===== config.mk =====
export PLATFORM = sky130hd
export DESIGN_NAME = four_bank_mem_flat
export DESIGN_NICKNAME = d
export VERILOG_FILES = /design/src/rtl/four_bank_mem_if.sv /design/src/rtl/four_bank_mem.sv /design/src/flat_wrapper.sv
export SDC_FILE = /design/constraint.sdc
export NUM_CORES = 2
export LEC_CHECK = 0
export CAP_MARGIN = 20
export CORE_ASPECT_RATIO = 0.9
export CORE_MARGIN = 2
export CORE_UTILIZATION = 49
export CTS_BUF_LIST = sky130_fd_sc_hd__clkbuf_4
export DETAILED_ROUTE_END_ITERATION = 16
export PLACE_DENSITY_LB_ADDON = 0.25
export SLEW_MARGIN = 25
export SYNTH_ARGS = -nofsm -noshare
export SYNTH_HDL_FRONTEND = slang
export SYNTH_SLANG_ARGS = --single-unit

===== constraint.sdc =====
create_clock -name clk -period 4.26 [get_ports clk]
set_input_delay 0.852 -clock clk [delete_from_list [all_inputs] [get_ports clk]]
set_output_delay 0.852 -clock clk [all_outputs]
set_load 0.005 [all_outputs]

===== src/rtl/four_bank_mem_if.sv =====
// Request/response bundle between the cache controller's memory port and the
// four-bank memory responder.
interface four_bank_mem_if;
  logic [15:0] addr;
  logic [15:0] data_in;
  logic        wr;
  logic        rd;
  logic [15:0] data_out;
  logic        rd_valid;
  logic        stall;
  logic [3:0]  busy;
  logic        err;

  modport master (
    output addr, data_in, wr, rd,
    input  data_out, rd_valid, stall, busy, err
  );

  modport slave (
    input  addr, data_in, wr, rd,
    output data_out, rd_valid, stall, busy, err
  );
endinterface


===== src/rtl/four_bank_mem.sv =====
// Four interleaved 16-bit memory banks, each busy for four cycles per access,
// with a fixed two-cycle read latency and no request queuing.
module four_bank_mem #(
  parameter int unsigned BANK_AW = 6
) (
  input logic          clk,
  input logic          rst,
  four_bank_mem_if.slave bus
);

  localparam int unsigned NBANK = 4;
  localparam int unsigned DEPTH = 2 ** BANK_AW;
  localparam int unsigned DW    = 16;

  logic [DW-1:0]      mem [NBANK][DEPTH];
  logic [1:0]         cnt [NBANK];
  logic [NBANK-1:0]   busy_c;
  logic [1:0]         bank_c;
  logic [BANK_AW-1:0] row_c;
  logic               req_c;
  logic               acc_c;
  logic               s1_valid;
  logic [DW-1:0]      s1_data;
  logic               addr_unused_c;

  // Request decode: a request is valid only when exactly one of rd/wr is high.
  always_comb begin
    bank_c = bus.addr[2:1];
    row_c  = bus.addr[BANK_AW+2:3];
    req_c  = bus.rd ^ bus.wr;
    for (int b = 0; b < int'(NBANK); b++) begin
      busy_c[b] = (cnt[b] != 2'd0);
    end
    acc_c  = req_c & ~busy_c[bank_c];
  end

  assign addr_unused_c = ^{bus.addr[15:BANK_AW+3], bus.addr[0]};

  assign bus.busy  = busy_c;
  assign bus.stall = req_c & busy_c[bank_c];
  assign bus.err   = bus.rd & bus.wr;

  // Per-bank occupancy counters: 3 on acceptance, then count down to idle.
  always_ff @(posedge clk or posedge rst) begin
    if (rst) begin
      for (int b = 0; b < int'(NBANK); b++) begin
        cnt[b] <= 2'd0;
      end
    end else begin
      for (int b = 0; b < int'(NBANK); b++) begin
        if (acc_c && (bank_c == 2'(b))) begin
          cnt[b] <= 2'd3;
        end else if (cnt[b] != 2'd0) begin
          cnt[b] <= cnt[b] - 2'd1;
        end
      end
    end
  end

  // Storage array is deliberately left out of reset so contents survive it.
  always_ff @(posedge clk) begin
    if (acc_c && bus.wr) begin
      mem[bank_c][row_c] <= bus.data_in;
    end
  end

  // Two-stage read pipeline; data_out is forced to zero when not valid.
  always_ff @(posedge clk or posedge rst) begin
    if (rst) begin
      s1_valid     <= 1'b0;
      s1_data      <= '0;
      bus.rd_valid <= 1'b0;
      bus.data_out <= '0;
    end else begin
      s1_valid     <= acc_c & bus.rd;
      s1_data      <= (acc_c && bus.rd) ? mem[bank_c][row_c] : '0;
      bus.rd_valid <= s1_valid;
      bus.data_out <= s1_valid ? s1_data : '0;
    end
  end

endmodule


===== src/flat_wrapper.sv =====
// flat-port wrapper written by rule: the top's interface ports become plain ports
module four_bank_mem_flat 
#(
  parameter int unsigned BANK_AW = 6
)
  (clk, rst, bus_addr, bus_data_in, bus_wr, bus_rd, bus_data_out, bus_rd_valid, bus_stall, bus_busy, bus_err);
  four_bank_mem_if bus_i ();
  input logic clk;
  input logic rst;
  input wire logic [$bits(bus_i.addr)-1:0] bus_addr;
  input wire logic [$bits(bus_i.data_in)-1:0] bus_data_in;
  input wire logic [$bits(bus_i.wr)-1:0] bus_wr;
  input wire logic [$bits(bus_i.rd)-1:0] bus_rd;
  output wire logic [$bits(bus_i.data_out)-1:0] bus_data_out;
  output wire logic [$bits(bus_i.rd_valid)-1:0] bus_rd_valid;
  output wire logic [$bits(bus_i.stall)-1:0] bus_stall;
  output wire logic [$bits(bus_i.busy)-1:0] bus_busy;
  output wire logic [$bits(bus_i.err)-1:0] bus_err;
  assign bus_i.addr = bus_addr;
  assign bus_i.data_in = bus_data_in;
  assign bus_i.wr = bus_wr;
  assign bus_i.rd = bus_rd;
  assign bus_data_out = bus_i.data_out;
  assign bus_rd_valid = bus_i.rd_valid;
  assign bus_stall = bus_i.stall;
  assign bus_busy = bus_i.busy;
  assign bus_err = bus_i.err;
  four_bank_mem #(.BANK_AW(BANK_AW)) u_core (.clk(clk), .rst(rst), .bus(bus_i));
endmodule

* Yosys cells after proc, flatten, opt, wreduce, memory -nomap -nowiden
Memory sizes are Yosys's and may differ from the RTL's.
Index checks and enable logic that the tools add are counted.
** Word-level totals
- Memories :: 1
- Bits in writable memories :: 4096
- Memory bits (read-only) :: 0
- Bits in latches :: 0
- Bits in registers :: 42
- Logic and storage cells :: 61
** Memories
- u_core.mem :: depth 4, bits a word 1024, read ports 1, clocked after memory_dff 0, write ports 1, line four_bank_mem.sv:15 : logic [DW-1:0] mem [NBANK][DEPTH];
** Cells by class
- Bitwise gates (word level) :: 7
- Reduce and logical (&&, ||, !) cells :: 16
- Equality and inequality tests :: 3
- $add $sub $neg :: 4
- Divide/modulo/power cells :: 0
- Shift operators :: 0
- Magnitude comparators :: 3
- Mux-type cells :: 19
- Multiply operators :: 0
** Operators by type and width (number)
- 1024-bit 2-to-1 mux :: 1
- 16-bit binary-select mux with 6-bit select :: 1
- 16-bit demux with 6-bit select :: 1
- 16-bit 2-to-1 mux :: 5
- 2-bit 2-to-1 mux :: 8
- 2-bit nonzero test :: 8
- 2-bit by 1-bit subtractor with 2-bit output, second input constant :: 4
- 7-bit greater-or-equal comparator, second input constant :: 1
- 1-bit logical AND :: 7
- 7-bit by 1-bit < comparator with 1-bit output, second input constant :: 1
- 6-bit NOT with 7-bit output :: 1
- 1-bit bitwise AND :: 4
- 2-bit equality test, second input constant :: 2
- 2-bit by 3-bit < comparator with 1-bit output, second input constant :: 1
- 1-bit binary-select mux with 2-bit select :: 1
- 2-bit by 1-bit equality test with 1-bit output, second input constant :: 1
- 2-bit logical NOT :: 1
- 1-bit 2-to-1 mux :: 2
- 1-bit NOT :: 1
- 1-bit bitwise XOR :: 1

* Longest topological paths before layout
- Depth in word-level cells :: 8
- Mapped depth :: 11
- Gate-level depth less buffers :: 8

* Worst setup path after synthesis
Ideal clock, no wire load.
- Path kind :: in2reg
- Start :: input bus_addr[2]
- End :: memory u_core.mem[2][784] (netlist name) (enable)
- Data arrival time :: 2.898 ns
- Stages on the path :: 8
- Path slack :: 0.973 ns
- Setup time :: 0.388 ns
- Path through :: buf_4 -> buf_2 -> buf_2 -> buf_2 -> nor2b_1 -> clkbuf_1 -> nand2_1 -> nor2_1
** On the way
- Longest elaborated chain between the ends :: 7
** RTL lines
- start: declaration :: line flat_wrapper.sv:10 : input wire logic [$bits(bus_i.addr)-1:0] bus_addr;
- 1-bit binary-select mux with 2-bit select :: line four_bank_mem.sv:34 : acc_c = req_c & ~busy_c[bank_c];
- 1-bit 2-to-1 mux (implied by the code) :: line four_bank_mem.sv:34
- 1-bit NOT :: line four_bank_mem.sv:34
- 1-bit bitwise AND :: line four_bank_mem.sv:34
- 1-bit logical AND :: line four_bank_mem.sv:62 : if (acc_c && bus.wr) begin
- 1-bit 2-to-1 mux :: line four_bank_mem.sv:62
- 1024-bit 2-to-1 mux (implied by the code) :: line four_bank_mem.sv:63 : mem[bank_c][row_c] <= bus.data_in;
- end: declaration :: line four_bank_mem.sv:15
Several ways; a longest one is shown, not always the timed one. The select of a mux whose other input is x is not followed.

* Final worst setup path
- Start :: register u_core.cnt[0] (netlist name)
- End :: output bus_stall
** On the way
- Longest elaborated chain between the ends :: 4
** RTL lines
- start: declaration :: line four_bank_mem.sv:16 : logic [1:0] cnt [NBANK];
- start signal: indexed assignment :: line four_bank_mem.sv:54 : cnt[b] <= cnt[b] - 2'd1;
- 2-bit nonzero test :: line four_bank_mem.sv:32 : busy_c[b] = (cnt[b] != 2'd0);
- 1-bit binary-select mux with 2-bit select :: line four_bank_mem.sv:40 : assign bus.stall = req_c & busy_c[bank_c];
- 1-bit 2-to-1 mux (implied by the code) :: line four_bank_mem.sv:40
- 1-bit bitwise AND :: line four_bank_mem.sv:40
- end: declaration :: line flat_wrapper.sv:16 : output wire logic [$bits(bus_i.stall)-1:0] bus_stall;
No other way between the ends. The select of a mux whose other input is x is not followed.

==> impl_metrics.ini <==
[power_and_ir_drop]
switching_share_pct = 22.6
p_leak_nw = 64.6
p_clk_share_pct = 38.7
power.switching_mw = 18.0
pwr-share-seq_pct = 56.2
p_total_mw = 79.8
combPwrFrac_pct = 5.1
power.density_mw_per_mm2 = 436
ir_drop_v = 0.000309
power.internal_mw = 61.8

[layout]
final_util_pct = 57.2
final_cells = 15000
layout.nets = 9977
area_growth_pct = 16.0
layout-drive-gt1-share_pct = 22.2

[logic_synthesis]
yosysSeqAreaShare_pct = 78.6
synth.yosys.warnings = 0
synth_top_cell_by_area = edfxtp_1
synth_fp_nets = 8586
netlist_top_cells_count = edfxtp_1 (4096), mux2i_1 (2048), o22ai_1 (1024)
avgSynthCellArea_um2 = 18.5
synthMostInstantiatedCell = edfxtp_1
syn_inst = 8545
syn_area_mm2 = 0.158
synth_top_area_share_pct = 78.0
synth-seq-cells = 4138
ys_types = 36
yosys_most_used_dff = edfxtp_1
synthTopCellsByArea = edfxtp_1 (78%), mux2i_1 (13%), o22ai_1 (4.1%), nor4_1 (1.1%), buf_2 (1.1%)
synth_edf_count = 4096
async_flop_share_pct = 1.01

[place]
dp_slack_ps = -445
gp_routability_congestion = 0.898
hpwl_mm = 267
port_buffers = 50
dpl.cell_count = 13200

[worst_setup_path]
endpoint_kind = output pin
cp_max_fo = 5
r2r_slack_ps = 960
cp.required_ps = 3410
startpoint_type = flip-flop
path_class = reg -> out
arrival_ps = 3180

[drt]
final_antenna_net_count = 0
viasPerCell = 5.96
route.detailed.drc = 0
wirelength_mm = 434
first_pass_iters = 5
drtIter0Drc = 10900
wl_per_cell_um = 29.0
vias = 89200

[timing]
period_needed_ps = 4030
rsz0062_at_grt = false
tns_ps = 0
fmax_ghz = 0.248
finalSetupViolations = 0
finalCritPeriodShare_pct = 94.6
hold_viol = 0
worst_pin_slew_ps = 1210
maxSlewViolCount = 0
skew_ps = 135
relSlewSlack_pct = 19.4
fin_ws_ps = 230

[cts]
cts_buffers = 969
htree_levels = 6
cts_tree = yes
postCtsSetupBuffers = 0
cts_resized = 0
postCtsHoldBufs = 17
clkLatencyLatePin_ps = 1430
cts_buffer_depth = 4
clk_pin_slew_ps = 70
clockRootBuffer = clkbuf_4
clock_sinks = 4138

[global_routing]
grt_pass1_vias = 87100
antenna_found_initial = 34
grt-busiest-layer = met2
grt.total_usage_pct = 25.9
grt_max_degree = 122
grt_first_pass_wirelength_mm = 610
use_met2_pct = 39.7
overflow = 0
met3_usage_pct = 5.17
met1_usage_pct = 36.9

[die]
design.core.area_mm2 = 0.320
io_pins = 59
rows = 197
start_util_pct = 49.3
die_w_um = 602
dieArea_mm2 = 0.327
die_y_um = 542

[hold_path]
hp-class = in -> reg

[outcome]
status = complete, no violations

[run]
drv_cap = 0
## worst max-delay path: stages (launching register included)
cell and delay (ps):
dfrtp_1 360, inv_1 50, ha_1 260, mux4_2 490, nor2b_1 120, clkdlybuf4s50_1 500
## placed cells by master (no fill, tap or decap), drive strengths merged, types with 2 or more instances in the layout
| master | count |
|---|---|
| a21oi | 144 |
| and2 | 19 |
| and3 | 2 |
| and3b | 2 |
| buf | 874 |
| bufinv | 9 |
| clkbuf | 1396 |
| clkdlybuf4s50 | 33 |
| clkinv | 289 |
| clkinvlp | 11 |
| dfrtp | 42 |
| diode | 17 |
| dlygate4sd3 | 17 |
| edfxtp | 4096 |
| ha | 5 |
| inv | 26 |
| mux2 | 2 |
| mux2i | 2048 |
| nand2 | 54 |
| nand3 | 3 |
| nand3b | 2 |
| nand4b | 4 |
| nand4bb | 6 |
| nor2 | 261 |
| nor2b | 5 |
| nor3b | 2 |
| nor4 | 288 |
| o211ai | 2 |
| o22ai | 1024 |
| or3b | 2 |
| or4b | 4 |
| xor2 | 4 |
## registers in the layout (all words and copies together), names as in the netlist
register,cells
u_core.bus.data_out,16
u_core.s1_data,16
u_core.cnt,8
u_core.s1_valid,1
u_core.mem,4096
u_core.bus.rd_valid,1
## cell families after synthesis
logic type | count (synthesis) | share of synthesized area [%]
flops | 4138 | 78.6
xor+xnor | 4 | 0.0222
simple gates | 659 | 2.16
buf+inv | 518 | 1.59
fa+ha+maj | 5 | 0.0397
compound gates | 1170 | 4.53
mux | 2051 | 13.0
## through the flow
step	cell area (um2)	hold slack (ps)
6_report	183000	347
5_1_grt	183000	257
4_1_cts	183000	162
3_5_place_dp	171000	469
3_3_place_gp	171000	453
2_1_floorplan	158000	425
## per-layer routing
| metal | vias up | part of all wire (%) |
|---|---|---|
| met2 | 4819 | 46 |
| li1 | 38300 | - |
| met1 | 45400 | 41 |
| met4 | 16 | 3.5 |
| met5 | - | 0.026 |
| met3 | 710 | 9.6 |
## power by group through the flow
stage	sequential [mW]	clock [mW]	combinational [mW]
2_1_floorplan	45.7	0	1.85
3_3_place_gp	45.7	0	3.96
3_5_place_dp	45.7	0	4.04
4_1_cts	44.8	31.4	4.07
5_1_grt	44.8	33.5	4.27
6_report	44.8	30.8	4.10
## worst paths after layout
path                                           end          startpoint  cells after the start
max                                      bus_stall       u_core.cnt[0]                      5
min                             u_core.s1_data[15]              bus_rd                      4
max reg2reg                     u_core.mem[0][141]       u_core.cnt[0]                      9
min reg2reg                u_core.bus.data_out[13]  u_core.s1_data[13]                      1
max in group asynchronous        u_core.s1_data[1]                 rst                      3
min in group asynchronous       u_core.s1_data[15]                 rst                      3
## final cells by class
cell class	count	area, um2
flip-flops and latches	4138	124000
clock inverters	321	1570
diodes	17	42.5
repair buffers	924	10100
multi-input cells	3889	31400
clock buffers	1396	10500
inverters	14	53.8
fillers	24200	137000
well taps	4278	5350
(Power assumes the default switching activity.)
